<file path="src/rtl/mips_32bits_register_file_pkg.sv">
// Shared constants for the MIPS register file, the instruction decoder and the shifter.
package mips_32bits_register_file_pkg;

  localparam int DATA_WIDTH = 32;
  localparam int ADDR_WIDTH = 5;

  localparam int REG_ZERO = 0;
  localparam int REG_GP   = 28;
  localparam int REG_SP   = 29;
  localparam int REG_RA   = 31;

  localparam logic [31:0] SP_INIT_C = 32'h0000_2FFC;
  localparam logic [31:0] GP_INIT_C = 32'h0000_1800;

  // Shift-mode codes agreed between the decoder and the shifter
  typedef enum logic [1:0] {
    SHIFT_SLL = 2'd0,
    SHIFT_SRL = 2'd1,
    SHIFT_SRA = 2'd2,
    SHIFT_ROR = 2'd3
  } shift_mode_e;

endpackage

</file>
<file path="src/rtl/mips_32bits_register_file_read_port.sv">
// One combinational read port: array mux, optional write-to-read forwarding, r0 forced to zero.
module mips_regfile_read_port
  import mips_32bits_register_file_pkg::*;
#(
  parameter int DATA_WIDTH_P = DATA_WIDTH,
  parameter int ADDR_WIDTH_P = ADDR_WIDTH,
  parameter int NUM_REGS_P   = 1 << ADDR_WIDTH_P,
  parameter bit BYPASS       = 1'b1
) (
  input  logic [NUM_REGS_P-1:0][DATA_WIDTH_P-1:0] regs_i,
  input  logic [ADDR_WIDTH_P-1:0]                 rd_addr_i,
  input  logic                                    wr_en_i,
  input  logic [ADDR_WIDTH_P-1:0]                 wr_addr_i,
  input  logic [DATA_WIDTH_P-1:0]                 wr_data_i,
  output logic [DATA_WIDTH_P-1:0]                 rd_data_o
);

  // Zero-forcing is applied last so a pending write to r0 can never leak through the bypass
  always_comb begin
    rd_data_o = regs_i[rd_addr_i];
    if (BYPASS && (wr_en_i == 1'b1) && (wr_addr_i == rd_addr_i)) begin
      rd_data_o = wr_data_i;
    end
    if (rd_addr_i == '0) begin
      rd_data_o = '0;
    end
  end

endmodule

</file>
<file path="src/rtl/mips_32bits_register_file.sv">
// MIPS 32-entry register file with two forwarded read ports, shift-amount select and write counter.
module mips_32bits_register_file
  import mips_32bits_register_file_pkg::*;
#(
  parameter int          DATA_WIDTH = mips_32bits_register_file_pkg::DATA_WIDTH,
  parameter int          ADDR_WIDTH = mips_32bits_register_file_pkg::ADDR_WIDTH,
  parameter bit          BYPASS     = 1'b1,
  parameter logic [31:0] SP_INIT    = SP_INIT_C,
  parameter logic [31:0] GP_INIT    = GP_INIT_C
) (
  input  logic                  Clk,
  input  logic                  Reset_n,
  input  logic [ADDR_WIDTH-1:0] Read_addr_1,
  input  logic [ADDR_WIDTH-1:0] Read_addr_2,
  input  logic [ADDR_WIDTH-1:0] Write_addr,
  input  logic [DATA_WIDTH-1:0] Write_data,
  input  logic                  Write_enable,
  input  logic [4:0]            Shamt_imm,
  input  logic                  Shamt_variable,
  output logic [DATA_WIDTH-1:0] Read_data_1,
  output logic [DATA_WIDTH-1:0] Read_data_2,
  output logic [4:0]            Shift_amount_out,
  output logic [15:0]           Write_count
);

  localparam int NUM_REGS = 1 << ADDR_WIDTH;

  logic [NUM_REGS-1:0][DATA_WIDTH-1:0] regs_q;
  logic [15:0]                         wr_count_q;
  logic [15:0]                         wr_count_d;
  logic                                wr_commit;

  // An X/Z enable evaluates false in the if below, so it never commits
  assign wr_commit  = (Write_enable == 1'b1) && (Write_addr != '0);
  assign wr_count_d = wr_count_q + 16'd1;

  always_ff @(posedge Clk or negedge Reset_n) begin
    if (!Reset_n) begin
      for (int i = 0; i < NUM_REGS; i++) begin
        if (i == REG_GP)      regs_q[i] <= DATA_WIDTH'(GP_INIT);
        else if (i == REG_SP) regs_q[i] <= DATA_WIDTH'(SP_INIT);
        else                  regs_q[i] <= '0;
      end
      wr_count_q <= '0;
    end else if (wr_commit) begin
      regs_q[Write_addr] <= Write_data;
      wr_count_q         <= wr_count_d;
    end
  end

  mips_regfile_read_port #(
    .DATA_WIDTH_P(DATA_WIDTH),
    .ADDR_WIDTH_P(ADDR_WIDTH),
    .NUM_REGS_P  (NUM_REGS),
    .BYPASS      (BYPASS)
  ) u_rd_port_1 (
    .regs_i   (regs_q),
    .rd_addr_i(Read_addr_1),
    .wr_en_i  (Write_enable),
    .wr_addr_i(Write_addr),
    .wr_data_i(Write_data),
    .rd_data_o(Read_data_1)
  );

  mips_regfile_read_port #(
    .DATA_WIDTH_P(DATA_WIDTH),
    .ADDR_WIDTH_P(ADDR_WIDTH),
    .NUM_REGS_P  (NUM_REGS),
    .BYPASS      (BYPASS)
  ) u_rd_port_2 (
    .regs_i   (regs_q),
    .rd_addr_i(Read_addr_2),
    .wr_en_i  (Write_enable),
    .wr_addr_i(Write_addr),
    .wr_data_i(Write_data),
    .rd_data_o(Read_data_2)
  );

  // Variable shifts take the forwarded rs value so back-to-back sllv sees fresh data
  assign Shift_amount_out = Shamt_variable ? Read_data_1[4:0] : Shamt_imm;
  assign Write_count      = wr_count_q;

endmodule

</file>
<file path="config.mk">
export PLATFORM = sky130hd
export DESIGN_NAME = mips_32bits_register_file
export DESIGN_NICKNAME = d
export VERILOG_FILES = /design/src/rtl/mips_32bits_register_file_pkg.sv /design/src/rtl/mips_32bits_register_file_read_port.sv /design/src/rtl/mips_32bits_register_file.sv
export SDC_FILE = /design/constraint.sdc
export NUM_CORES = 2
export LEC_CHECK = 0
export CORE_UTILIZATION = 63
export DETAILED_ROUTE_END_ITERATION = 12
export PLACE_DENSITY = 0.81
export SLEW_MARGIN = 20
export SYNTH_ARGS = -nofsm -noshare
export SYNTH_HDL_FRONTEND = slang
export SYNTH_SLANG_ARGS = --single-unit
</file>
<file path="constraint.sdc">
create_clock -name Clk -period 5.7 [get_ports Clk]
set_input_delay 1.71 -clock Clk [delete_from_list [all_inputs] [get_ports Clk]]
set_output_delay 1.71 -clock Clk [all_outputs]
set_load 0.02 [all_outputs]
</file>
* Yosys cells after proc, flatten, opt, wreduce, memory -nomap -nowiden
Index checks and enable logic that the tools add are counted.
** Word-level totals
- Register bits after elaboration :: 1040
- Output and inout port bits :: 85
- Input bits :: 56
** Operators by class
- Equal/unequal tests :: 2
- $lt $le $gt $ge :: 4
- Multiplexer cells :: 12
- $add $sub $neg :: 1
- Reductions and logical operators :: 7
** Operators by type and width (number)
- $bwmux W1024 :: 1
- $bmux W32 S5 :: 2
- $mux W32 :: 7
- $demux W32 S5 :: 1
- $lt A5 B6 Y1 const B :: 3
- $add A16 B1 Y16 const B :: 1
- $eq A5 B5 Y1 :: 2
- $logic_not A5 Y1 :: 2
- $ge A5 B1 Y1 const B :: 1
- $mux W5 :: 1
- $reduce_bool A5 Y1 :: 1
- $logic_and A1 B1 Y1 :: 4

* Logic depth before layout (Yosys ltp)
- Depth in word-level cells :: 5
- Depth in mapped cells :: 10
- Depth with buffers taken out :: 6

* Hierarchy
From an unflattened synthesis, not the netlist that was laid out.
** Second synthesis, totals
- Cells, all modules :: 4064
- Area, all modules :: 57069.7 um2
** By module, submodules not included
- mips_32bits_register_file :: cells an instance 2360, area each 38889.8 um2, times used 1
- mips_regfile_read_port :: cells an instance 852, area each 9090.0 um2, times used 2

* Least setup slack after synthesis
No wires, ideal clock.
- Kind :: input-to-output
- Start point :: input Read_addr_2[0]
- End point :: output Read_data_2[31]
- Arrival :: 3.448 ns
- Stages :: 7
- Setup slack :: 0.542 ns
- Data required time :: 3.990 ns
- Path buffers :: 3
- Path through :: buf_4 > buf_4 > buf_2 > mux4_2 > a22oi_1 > a21oi_1 > a211o_1
** On the way
- Longest elaborated chain between the ends :: 4
** RTL lines
- start: declaration :: RTL line mips_32bits_register_file.sv:14 : input logic [ADDR_WIDTH-1:0] Read_addr_2,
- $bmux W32 S5 / $eq A5 B5 Y1 (equally long branches) :: RTL line mips_32bits_register_file_read_port.sv:20, mips_32bits_register_file_read_port.sv:21
- $mux W32 (implied by the code) / $logic_and A1 B1 Y1 (equally long branches) :: RTL line mips_32bits_register_file_read_port.sv:20, mips_32bits_register_file_read_port.sv:21
- $mux W32 :: RTL line mips_32bits_register_file_read_port.sv:21 : if (BYPASS && (wr_en_i == 1'b1) && (wr_addr_i == rd_addr_i)) begin
- $mux W32 * :: RTL line mips_32bits_register_file_read_port.sv:24 : if (rd_addr_i == '0) begin
- end: declaration :: RTL line mips_32bits_register_file.sv:21 : output logic [DATA_WIDTH-1:0] Read_data_2,
Mark *: on every way between the ends. The rest lies on a longest branch, timed or not. The select of a mux whose other input is x is not followed.

* Worst setup path after layout
- Start point :: input Read_addr_2[0]
- End point :: output Read_data_2[25]
Same word-level chain as after synthesis.

==> impl_metrics.env <==
export IMPL_dp_cells=5243
export IMPL_timing_worst_setup_path_type="in2out"
export IMPL_effective_utilization_at_floorplan_pct=63.74
export IMPL_detailedRoute_firstIterationViolations=5510
export IMPL_power_density_nw_per_um2=339.1
export IMPL_synth_seq_area_share_pct=46.16
export IMPL_netlist_top_cell_by_area="sky130_fd_sc_hd__dfrtp_1"
export IMPL_drtPass1Iterations=10
export IMPL_avgViaCountPerCell=7.472
export IMPL_ff2ff_setup_slack_ns=3.97
export IMPL_port_buffer_count=140
export IMPL_timing_critical_path_from_type="input pin"
export IMPL_postSynthAreaPerCell_um2=14.23
export IMPL_fin_tns_setup_ns=-0.01407
export IMPL_coreArea_um2=88510
export IMPL_post_route_skew_ns=0.01776
export IMPL_timing_critical_path_fanout_max=10
export IMPL_synth_most_common_cell="sky130_fd_sc_hd__dfrtp_1"
export IMPL_detailed_place_area_um2=61980
export IMPL_die_area_um2=90750
export IMPL_clk_latency_ns=0.70
export IMPL_area_added_between_synthesis_and_finish_pct=16.83
export IMPL_antenna_found_initial=2
export IMPL_design_portCount=141
export IMPL_synth_enable_flop_cells=0
export IMPL_final_critical_path_setup_slack_ns=-0.01407
export IMPL_ys_seq_elements=1040
export IMPL_route_detailed_drc=28
export IMPL_period_minus_slack_ns=5.714
export IMPL_synthesis_warning_total=0
export IMPL_synthTopCellsByCount="sky130_fd_sc_hd__dfrtp_1 (1027), sky130_fd_sc_hd__mux2_2 (1009), sky130_fd_sc_hd__mux4_2 (388), sky130_fd_sc_hd__mux2i_1 (338), sky130_fd_sc_hd__clkbuf_1 (247)"
export IMPL_maxCapViolCount=0
export IMPL_routed_wl_um=185700
export IMPL_die_width_um=301.2
export IMPL_synth_top_area_share_pct=45.56
export IMPL_synthesis_area_um2=56410
export IMPL_synth_main_ff_cell="sky130_fd_sc_hd__dfrtp_1"
export IMPL_ys_types=60
export IMPL_first_global_vias=42090
export IMPL_async_flop_share_pct=100.0
export IMPL_tritoncts_clock_tree="built"
export IMPL_maxClockFrequency_mhz=175.0
export IMPL_holdPathStages=0
export IMPL_worst_r2r_path_depth=6
export IMPL_clk_pin_slew_worst_paths_ns=0.06
export IMPL_die_y_um=301.2
export IMPL_setup_viol=1
export IMPL_cts_root_buffer_cell="sky130_fd_sc_hd__clkbuf_16"
export IMPL_relSlewSlack_pct=28.22
export IMPL_layout_cell_area_excl_fill_um2=65910
export IMPL_leakagePower_nw=29.21
export IMPL_grt_max_degree=136
export IMPL_clock_path_buffers=3
export IMPL_cts_buffers_inserted=108
export IMPL_tightest_slew_ns=1.077
export IMPL_run_status="finished, violations left"
export IMPL_gr_usage_all_layers_pct=41.69
export IMPL_final_min_period_over_clock_period_pct=100.2
export IMPL_finish_net_count=4251
export IMPL_fin_cells=5447
export IMPL_antenna_violating_nets_post_route=0
export IMPL_std_cell_rows=109
export IMPL_cts_hold_buffers_added=0
export IMPL_sequential_cell_area_um2=26040
export IMPL_cp_required_ns=3.99
export IMPL_drt_wirelength_per_cell_um=34.10
export IMPL_endpoint_kind="primary output"
export IMPL_min_delay_path_class="reg2reg"
export IMPL_layout_core_utilization_pct=74.46
export IMPL_worst_ir_drop_vdd_mv=0.2930
export IMPL_cts_sinks=1040
export IMPL_htreeDepth=3
export IMPL_worst_ep_arrival_time_ns=4.00
export IMPL_wire_length_of_the_first_global_routing_pass_um=275400
export IMPL_syn_num_nets=4022
export IMPL_synth_cells=3965
export IMPL_drive_gt1_share_pct=49.00
export IMPL_grt_remaining_overflow=0
export IMPL_final_max_slew_viol_count=0
export IMPL_report_power_total_mw=22.35
export IMPL_failed_checks="DRC, setup timing"
export IMPL_vias=40700
export IMPL_final_hold_viol_count=0
export IMPL_multi_input_comb_area_um2=28680
export IMPL_final_fill_count=5280
export IMPL_gp_routability_congestion=0.9233
export IMPL_post_synth_main_area_contributors="sky130_fd_sc_hd__dfrtp_1 (46%), sky130_fd_sc_hd__mux2_2 (20%), sky130_fd_sc_hd__mux4_2 (15%), sky130_fd_sc_hd__mux2i_1 (6.0%), sky130_fd_sc_hd__a221oi_1 (1.8%)"
export IMPL_place_hpwl_um=113800
[critical path, cell delays in order]
cell and delay (ns):
sky130_fd_sc_hd__buf_12 0.16, sky130_fd_sc_hd__buf_12 0.17, sky130_fd_sc_hd__buf_6 0.20, sky130_fd_sc_hd__mux4_2 0.54, sky130_fd_sc_hd__mux2i_1 0.28, sky130_fd_sc_hd__o22a_1 0.24, sky130_fd_sc_hd__o21a_1 0.24, sky130_fd_sc_hd__a21oi_1 0.11
sky130_fd_sc_hd__dlygate4sd2_1 0.33
[report_power, final]
part	leakage, nW	total, mW	internal, mW	switching [mW]
Combinational	14.1	5.10	2.90	2.20
Clock	1.79	7.31	4.24	3.07
Sequential	13.3	9.94	8.81	1.13
[cells by family after synthesis]
family / after synthesis / share of synthesized area [%]
AO/OA/AOI/OAI: 443 / 5.818
adder cells (fa/ha/maj): 1 / 0.02218
XOR/XNOR: 25 / 0.3881
buffers and inverters: 454 / 3.779
flip-flops: 1040 / 46.16
multiplexers: 1736 / 41.67
AND/OR/NAND/NOR: 266 / 2.158
[per-layer routing]
layer / share of wire (%) / global-route usage, % / vias up
met5: 0 / 0.05291 / -
met4: 7.0 / 24.85 / 0
li1: - / - / 15790
met3: 12 / 12.98 / 814
met1: 36 / 54.10 / 21080
met2: 45 / 61.95 / 3020
[final cells by class]
class                           instances  share of cell area (%)
Antenna cell                            2                0.007594
Clock inverter                         38                  0.7005
Clock buffer                          158                   4.799
Inverter                               10                 0.06075
Timing Repair Buffer                  563                   9.194
Tap cell                             1165                   2.212
Sequential cell                      1040                   39.51
Multi-Input combinational cell       2471                   43.52
[what timing repair did]
action | 4_1_cts | 5_1_grt
endpoints found under the setup margin | 69 | 31
gates resized for setup | 124 | 15
cloned | 2 | 0
setup buffers | 4 | 0
pin swaps | 5 | 4
endpoints found under the hold margin | 0 | 0
[cell usage in the layout, fill, tap and decap left out, types with 13 or more instances in the layout]
cell type	netlist	final
sky130_fd_sc_hd__dfrtp_1	1027	1027
sky130_fd_sc_hd__mux2_2	1009	1009
sky130_fd_sc_hd__mux4_2	388	388
sky130_fd_sc_hd__mux2i_1	338	335
sky130_fd_sc_hd__buf_4	44	302
sky130_fd_sc_hd__clkbuf_16	0	110
sky130_fd_sc_hd__buf_12	0	109
sky130_fd_sc_hd__a221oi_1	114	103
sky130_fd_sc_hd__nand2_1	104	88
sky130_fd_sc_hd__dlygate4sd2_1	0	69
sky130_fd_sc_hd__o21ai_0	67	61
sky130_fd_sc_hd__nor2_1	74	55
sky130_fd_sc_hd__clkdlybuf4s50_1	0	55
sky130_fd_sc_hd__a21oi_1	49	46
sky130_fd_sc_hd__a221o_1	38	38
sky130_fd_sc_hd__a22oi_1	39	36
sky130_fd_sc_hd__clkbuf_1	247	25
sky130_fd_sc_hd__clkbuf_8	0	24
sky130_fd_sc_hd__o22ai_1	25	22
sky130_fd_sc_hd__xnor2_1	21	21
sky130_fd_sc_hd__nor2_4	0	18
sky130_fd_sc_hd__nand3_1	18	18
sky130_fd_sc_hd__clkinv_2	0	18
sky130_fd_sc_hd__o221ai_1	16	16
sky130_fd_sc_hd__o21ai_1	13	16
sky130_fd_sc_hd__nand2_2	0	15
sky130_fd_sc_hd__dfstp_2	13	13
[metrics by stage]
step / hold WS (ns) / setup WS, ns
final: 0.3981 / -0.01407
after global routing: 0.4139 / -0.03666
after CTS: 0.3978 / 0.01247
after detailed placement: 0.3847 / -0.5081
after global placement: 0.3776 / -0.5293
after floorplan: 0.4413 / 0.5418
[path summary, 6_finish.rpt]
check                                  end            from
min reg2reg                      regs_q[2]       regs_q[2]
max                        Read_data_2[25]  Read_addr_2[0]
max in group asynchronous       regs_q[41]         Reset_n
max reg2reg                Write_count[14]  Write_count[0]
min                              regs_q[2]       regs_q[2]
min in group asynchronous      regs_q[501]         Reset_n
[sequential cells by signal, indices dropped and copies added (netlist names)]
name         cells
Write_count     16
regs_q        1024
Note: power is estimated with default switching activity, not from simulation.
